==> config.mk <==
export PLATFORM = sky130hd
export DESIGN_NAME = parking_request_queue
export DESIGN_NICKNAME = d
export VERILOG_FILES = /design/src/rtl/parking_pkg.sv /design/src/rtl/parking_req_fifo.sv /design/src/rtl/parking_request_queue.sv
export SDC_FILE = /design/constraint.sdc
export NUM_CORES = 1
export LEC_CHECK = 0
export ABC_AREA = 1
export CORE_MARGIN = 1
export CORE_UTILIZATION = 40
export DETAILED_ROUTE_END_ITERATION = 8
export GPL_TIMING_DRIVEN = 0
export SLEW_MARGIN = 0
export SYNTH_ARGS = -nofsm -noshare
export SYNTH_HDL_FRONTEND = slang
export SYNTH_SLANG_ARGS = --single-unit
==> constraint.sdc <==
create_clock -name clock -period 3.04 [get_ports clock]
set_clock_uncertainty 0.15 [all_clocks]
set_input_delay 0.456 -clock clock [delete_from_list [all_inputs] [get_ports clock]]
set_output_delay 0.456 -clock clock [all_outputs]
set_load 0.005 [all_outputs]
==> src/rtl/parking_pkg.sv <==
// Shared constants and helpers for the parking-lot request front end.
// Task kinds, the floor count, and the BCD plate check.
package parking_pkg;

  localparam logic [1:0] REQ_IN     = 2'b01;
  localparam logic [1:0] REQ_OUT    = 2'b10;
  localparam int         NUM_FLOORS = 7;
  localparam int         PLATE_W    = 16;

  // A plate is only a legal BCD number if every nibble is a decimal digit.
  function automatic logic bcd_plate_valid(input logic [PLATE_W-1:0] plate);
    logic ok;
    ok = 1'b1;
    for (int n = 0; n < PLATE_W / 4; n++) begin
      if (plate[4*n +: 4] > 4'd9) ok = 1'b0;
    end
    return ok;
  endfunction

endpackage

==> src/rtl/parking_req_fifo.sv <==
// Synchronous FIFO with a first-word-fall-through head, used for queued in/out requests.
// A push while full is accepted only when a pop frees the slot on the same edge.
module parking_req_fifo #(
  parameter int DEPTH = 8,
  parameter int WIDTH = 18
) (
  input  logic                     clock,
  input  logic                     reset,
  input  logic                     push_i,
  input  logic                     pop_i,
  input  logic [WIDTH-1:0]         wdata_i,
  output logic [WIDTH-1:0]         rdata_o,
  output logic                     full_o,
  output logic                     empty_o,
  output logic [$clog2(DEPTH):0]   count_o
);

  localparam int PTR_W = $clog2(DEPTH);
  localparam int CNT_W = PTR_W + 1;
  localparam logic [PTR_W-1:0] PTR_ONE  = PTR_W'(1);
  localparam logic [CNT_W-1:0] CNT_ONE  = CNT_W'(1);
  localparam logic [CNT_W-1:0] FULL_CNT = CNT_W'(DEPTH);

  logic [WIDTH-1:0] mem_q [DEPTH];
  logic [PTR_W-1:0] wrPtr_q, wrPtr_d;
  logic [PTR_W-1:0] rdPtr_q, rdPtr_d;
  logic [CNT_W-1:0] count_q, count_d;
  logic             doPush;
  logic             doPop;

  assign empty_o = (count_q == '0);
  assign full_o  = (count_q == FULL_CNT);
  assign count_o = count_q;
  assign rdata_o = mem_q[rdPtr_q];

  assign doPop  = pop_i && !empty_o;
  assign doPush = push_i && (!full_o || doPop);

  always_comb begin
    wrPtr_d = wrPtr_q;
    rdPtr_d = rdPtr_q;
    count_d = count_q;
    if (doPush) wrPtr_d = wrPtr_q + PTR_ONE;
    if (doPop)  rdPtr_d = rdPtr_q + PTR_ONE;
    unique case ({doPush, doPop})
      2'b10:   count_d = count_q + CNT_ONE;
      2'b01:   count_d = count_q - CNT_ONE;
      default: count_d = count_q;
    endcase
  end

  always_ff @(posedge clock or posedge reset) begin
    if (reset) begin
      wrPtr_q <= '0;
      rdPtr_q <= '0;
      count_q <= '0;
    end else begin
      wrPtr_q <= wrPtr_d;
      rdPtr_q <= rdPtr_d;
      count_q <= count_d;
    end
  end

  // Storage needs no reset: the head is never observed while the FIFO is empty.
  always_ff @(posedge clock) begin
    if (doPush) mem_q[wrPtr_q] <= wdata_i;
  end

endmodule

==> src/rtl/parking_request_queue.sv <==
// Front end of the parking-lot controller: validates in/out requests and leakage alarms,
// queues them, and presents one task at a time with leakage evacuations taking priority.
module parking_request_queue #(
  parameter int DEPTH   = 8,
  parameter int PLATE_W = parking_pkg::PLATE_W
) (
  input  logic               clock,
  input  logic               reset,
  input  logic [PLATE_W-1:0] license_plate,
  input  logic               in_mode,
  input  logic               out_mode,
  input  logic               leakage,
  input  logic [2:0]         leakage_floor,
  input  logic               todo_done,
  output logic               todo_exists,
  output logic               todo_in,
  output logic               todo_out,
  output logic               todo_leak_move,
  output logic [PLATE_W-1:0] todo_license_plate,
  output logic [2:0]         todo_floor,
  output logic [3:0]         queue_count,
  output logic               overflow,
  output logic               reject
);

  import parking_pkg::*;

  localparam int ENTRY_W = PLATE_W + 2;

  logic [NUM_FLOORS-1:0] leakMask_q, leakMask_d;
  logic                  overflow_q, overflow_d;
  logic                  reject_q, reject_d;

  logic                  reqSeen;
  logic                  reqValid;
  logic [NUM_FLOORS-1:0] leakSet;
  logic [NUM_FLOORS-1:0] leakLowest;
  logic [2:0]            leakFloor;
  logic                  leakPending;
  logic                  leakPop;
  logic                  fifoPush;
  logic                  fifoPop;
  logic                  fifoFull;
  logic                  fifoEmpty;
  logic [ENTRY_W-1:0]    fifoWdata;
  logic [ENTRY_W-1:0]    fifoHead;
  logic [$clog2(DEPTH):0] fifoCount;

  assign reqSeen  = in_mode || out_mode;
  assign reqValid = reqSeen && !(in_mode && out_mode)
                    && bcd_plate_valid(license_plate) && (license_plate != '0);
  assign fifoPush  = reqValid;
  assign fifoWdata = {(in_mode ? REQ_IN : REQ_OUT), license_plate};

  assign leakPending = (leakMask_q != '0);
  assign leakLowest  = leakMask_q & (-leakMask_q);
  assign leakPop     = todo_done && leakPending;
  assign fifoPop     = todo_done && !leakPending && !fifoEmpty;

  // Lowest set floor wins; scanning downward lets the lowest index overwrite the rest.
  always_comb begin
    leakFloor = '0;
    for (int i = NUM_FLOORS - 1; i >= 0; i--) begin
      if (leakMask_q[i]) leakFloor = 3'(i + 1);
    end
  end

  // A new alarm is applied after the pop clear so it is never lost.
  always_comb begin
    leakSet = '0;
    if (leakage && leakage_floor != 3'd0) leakSet[leakage_floor - 3'd1] = 1'b1;
    leakMask_d = (leakMask_q & ~(leakPop ? leakLowest : '0)) | leakSet;
    overflow_d = overflow_q || (fifoPush && fifoFull && !fifoPop);
    reject_d   = (reqSeen && !reqValid) || (leakage && leakage_floor == 3'd0);
  end

  always_ff @(posedge clock or posedge reset) begin
    if (reset) begin
      leakMask_q <= '0;
      overflow_q <= 1'b0;
      reject_q   <= 1'b0;
    end else begin
      leakMask_q <= leakMask_d;
      overflow_q <= overflow_d;
      reject_q   <= reject_d;
    end
  end

  parking_req_fifo #(
    .DEPTH (DEPTH),
    .WIDTH (ENTRY_W)
  ) u_fifo (
    .clock   (clock),
    .reset   (reset),
    .push_i  (fifoPush),
    .pop_i   (fifoPop),
    .wdata_i (fifoWdata),
    .rdata_o (fifoHead),
    .full_o  (fifoFull),
    .empty_o (fifoEmpty),
    .count_o (fifoCount)
  );

  always_comb begin
    todo_exists        = 1'b0;
    todo_in            = 1'b0;
    todo_out           = 1'b0;
    todo_leak_move     = 1'b0;
    todo_license_plate = '0;
    todo_floor         = '0;
    if (leakPending) begin
      todo_exists    = 1'b1;
      todo_leak_move = 1'b1;
      todo_floor     = leakFloor;
    end else if (!fifoEmpty) begin
      todo_exists        = 1'b1;
      todo_in            = (fifoHead[ENTRY_W-1 -: 2] == REQ_IN);
      todo_out           = (fifoHead[ENTRY_W-1 -: 2] == REQ_OUT);
      todo_license_plate = fifoHead[PLATE_W-1:0];
    end
  end

  assign queue_count = 4'(fifoCount);
  assign overflow    = overflow_q;
  assign reject      = reject_q;

endmodule

==> results_dict.tcl <==
set metrics [dict create \
    status "complete, no violations" \
    crit_fanout 6 \
    finalHoldViolations 0 \
    power_mw 8.27 \
    h-tree-depth 4 \
    die_x_um 135 \
    leakage_nw 3.44 \
    place_area_um2 7910 \
    drv_cap 0 \
    synth_top_cells_by_area "edfxtp_1, nor2_1, o21ai_0" \
    startpoint_type "flop" \
    dr_total_vias 4977 \
    initial_core_util_pct 41.0 \
    synthCells 625 \
    ys_ff_latch 163 \
    cp_top_family "buffers and inverters" \
    crit_arrival_ns 2.32 \
    end_kind "primary output" \
    yosys.area.top_type_share_pct 60.9 \
    cts_tree "done" \
    core_um2 17300 \
    crit_type "reg2out" \
    antenna_cells 0 \
    cp_num_buf_inv 3 \
    antenna_found_initial 0 \
    ios 54 \
    holdBufCountCts 0 \
    fillers 1517 \
    grt_pass1_vias 4876 \
    die_h_um 135 \
    routed_wl_um 17800 \
    portBuffers 53 \
    synth_cell_type_count 33 \
    worst_pin_slew_ns 0.773 \
    synth_area_um2 7100 \
    area_growth_pct 24.1 \
    multiInputGateArea_um2 2030 \
    drtIter0Drc 428 \
    clock-root-buffer "clkbuf_16" \
    finalNetCount 737 \
    drt_first_pass_iters 7 \
    relSlewSlack_pct 48.4 \
    final-seq-area_um2 4800 \
    fin_area_um2 8810 \
    worstPathRequired_ns 2.43 \
    cpPeakStageDelay_ns 0.54 \
    avgSynthCellArea_um2 11.4 \
    finalSetupViolCount 0 \
    clkTransAtPathRegs_ns 0.06 \
    drc_errors 0 \
    fmax_mhz 342 \
    drive_above_1_share_pct 13.2 \
    cts_buffers 17 \
    ir_drop_uv 618 \
    crit_top_cell "nor2_8" \
    dieArea_um2 18300 \
    overflow 0 \
    fin_crit_sh_pct 96.2 \
    crit_path_top_delay_cell "clkdlybuf4s50_1" \
    grt_use_total_pct 20.6 \
    slew_viol_final 0 \
    detail-route-antenna-nets 0 \
    power_density_nw_per_um2 939 \
    synth_top_cell_by_area "edfxtp_1" \
    grt_pass1_wl_um 27200 \
    place_congestion 0.828 \
    hold_class "in2reg" \
    cts.path.max_buffers 2 \
    layout_min_cycle_time_ns 2.92 \
    synth_commonest_cells "nor2_1, edfxtp_1, o21ai_0" \
    via_per_inst 5.28 \
    synthFlopType "edfxtp_1" \
    grt_max_degree 20 \
    avgRoutedWirePerCell_um 18.8 \
    fin_setup_tns_ns 0 \
    std_cell_rows 48 \
    yosysSeqAreaShare_pct 67.6 \
    async_reset_ff_share_pct 11.7 \
    synthMostInstantiatedCell "nor2_1" \
    synth_nets 658 \
    clock_latency_ns 0.43 \
    dp_hpwl_um 11300 \
    synth_edf_count 144 \
    rsz0062_at_grt "yes" \
    crit_chain "nor2_2 -> nand2_2 -> nor2_8 -> inv_2 -> nor2_8 -> buf_12 -> o21ai_0 -> nor2_1 -> clkdlybuf4s50_1" \
    synth-warning-count 0 \
    clock_sinks 163 \
]
==> cells by family after synthesis <==
logic type | after synthesis | synth area share (%)
AO/OA/AOI/OAI | 145 | 10.8
AND/OR/NAND/NOR | 242 | 15.5
buffers and inverters | 61 | 3.91
adder cells (fa/ha/maj) | 8 | 1.41
XOR/XNOR | 6 | 0.740
flip-flops | 163 | 67.6
==> state kept, by name (all words and copies together) (netlist names) <==
register	count
reject	1
overflow	1
u_fifo.rdPtr_q	3
u_fifo.mem_q	144
leakMask_q	7
u_fifo.count_o	4
u_fifo.wrPtr_q	3
==> path summary, 6_finish.rpt <==
path | start | endpoint | slack [ns] | depth (start not counted)
worst max register to register | leakMask_q[1] | u_fifo.count_o[2] | 0.19 | 15
worst min register to register | overflow | overflow | 0.35 | 1
worst max-delay path | leakMask_q[1] | todo_license_plate[3] | 0.12 | 9
min in group asynchronous | reset | overflow | 0.32 | 2
max in group asynchronous | reset | reject | 1.93 | 2
worst min-delay path | in_mode | u_fifo.mem_q[0][16] | 0.20 | 1
==> metrics by stage <==
step / cells / util (%) / hold slack, ns / worst slack [ns]
after CTS: 938 / 50.1 / 0.319 / 0.00102
after global placement: 903 / 45.7 / 0.346 / -0.650
after global routing: 942 / 50.9 / 0.197 / -0.0292
final: 942 / 50.9 / 0.203 / 0.117
after floorplan: 625 / - / 0.257 / 0.336
after detailed placement: 903 / 45.7 / 0.328 / -0.745
==> report_power, final <==
group / internal [mW] / switching (mW) / leakage (nW)
Sequential: 2.58 / 0.117 / 1.53
Clock: 1.72 / 0.834 / 0.343
Combinational: 1.20 / 1.82 / 1.56
Total: 5.50 / 2.77 / 3.44
==> routing by layer <==
layer	up-vias	wire [um]	track usage (%)	part of all wire, %
li1	2353	-	-	-
met1	2415	7600	25.9	43
met2	182	8920	35.0	50
met3	27	938	4.26	5.3
met4	0	302	7.55	1.7
met5	-	0	0	0
==> cells in the final DEF, fill, tap and decap left out, types with 3 or more instances in the layout <==
cell / instances
a21oi_1: 3
buf_2: 11
buf_4: 9
buf_6: 8
bufinv_16: 8
clkbuf_1: 3
clkbuf_16: 17
clkbuf_2: 4
clkdlybuf4s50_1: 26
dfrtp_1: 19
dlygate4sd2_1: 5
dlymetal6s2s_1: 21
edfxtp_1: 144
ha_1: 8
inv_1: 28
nand2_1: 45
nand2_2: 3
nand2_4: 3
nand3_1: 20
nand4_1: 5
nor2_1: 147
nor2_2: 4
nor2_4: 9
o21ai_0: 97
o21ai_1: 21
o22ai_1: 16
o31ai_1: 3
xor2_1: 4
==> repair_timing <==
item	4_1_cts	5_1_grt
buffers inserted	3	4
resized for setup	22	55
endpoints found under the setup margin	18	15
pin swaps	2	6
==> area by class of cell <==
| type | instances | share of cell area [%] |
|---|---|---|
| Multi-Input combinational cell | 401 | 23.0 |
| Sequential cell | 163 | 54.5 |
| Timing Repair Buffer | 60 | 7.23 |
| Tap cell | 225 | 3.20 |
| Buffer | 30 | 2.69 |
| Clock inverter | 11 | 2.88 |
| Clock buffer | 21 | 5.11 |
| Inverter | 31 | 1.35 |
No activity file was read; power rests on OpenSTA's default activity.
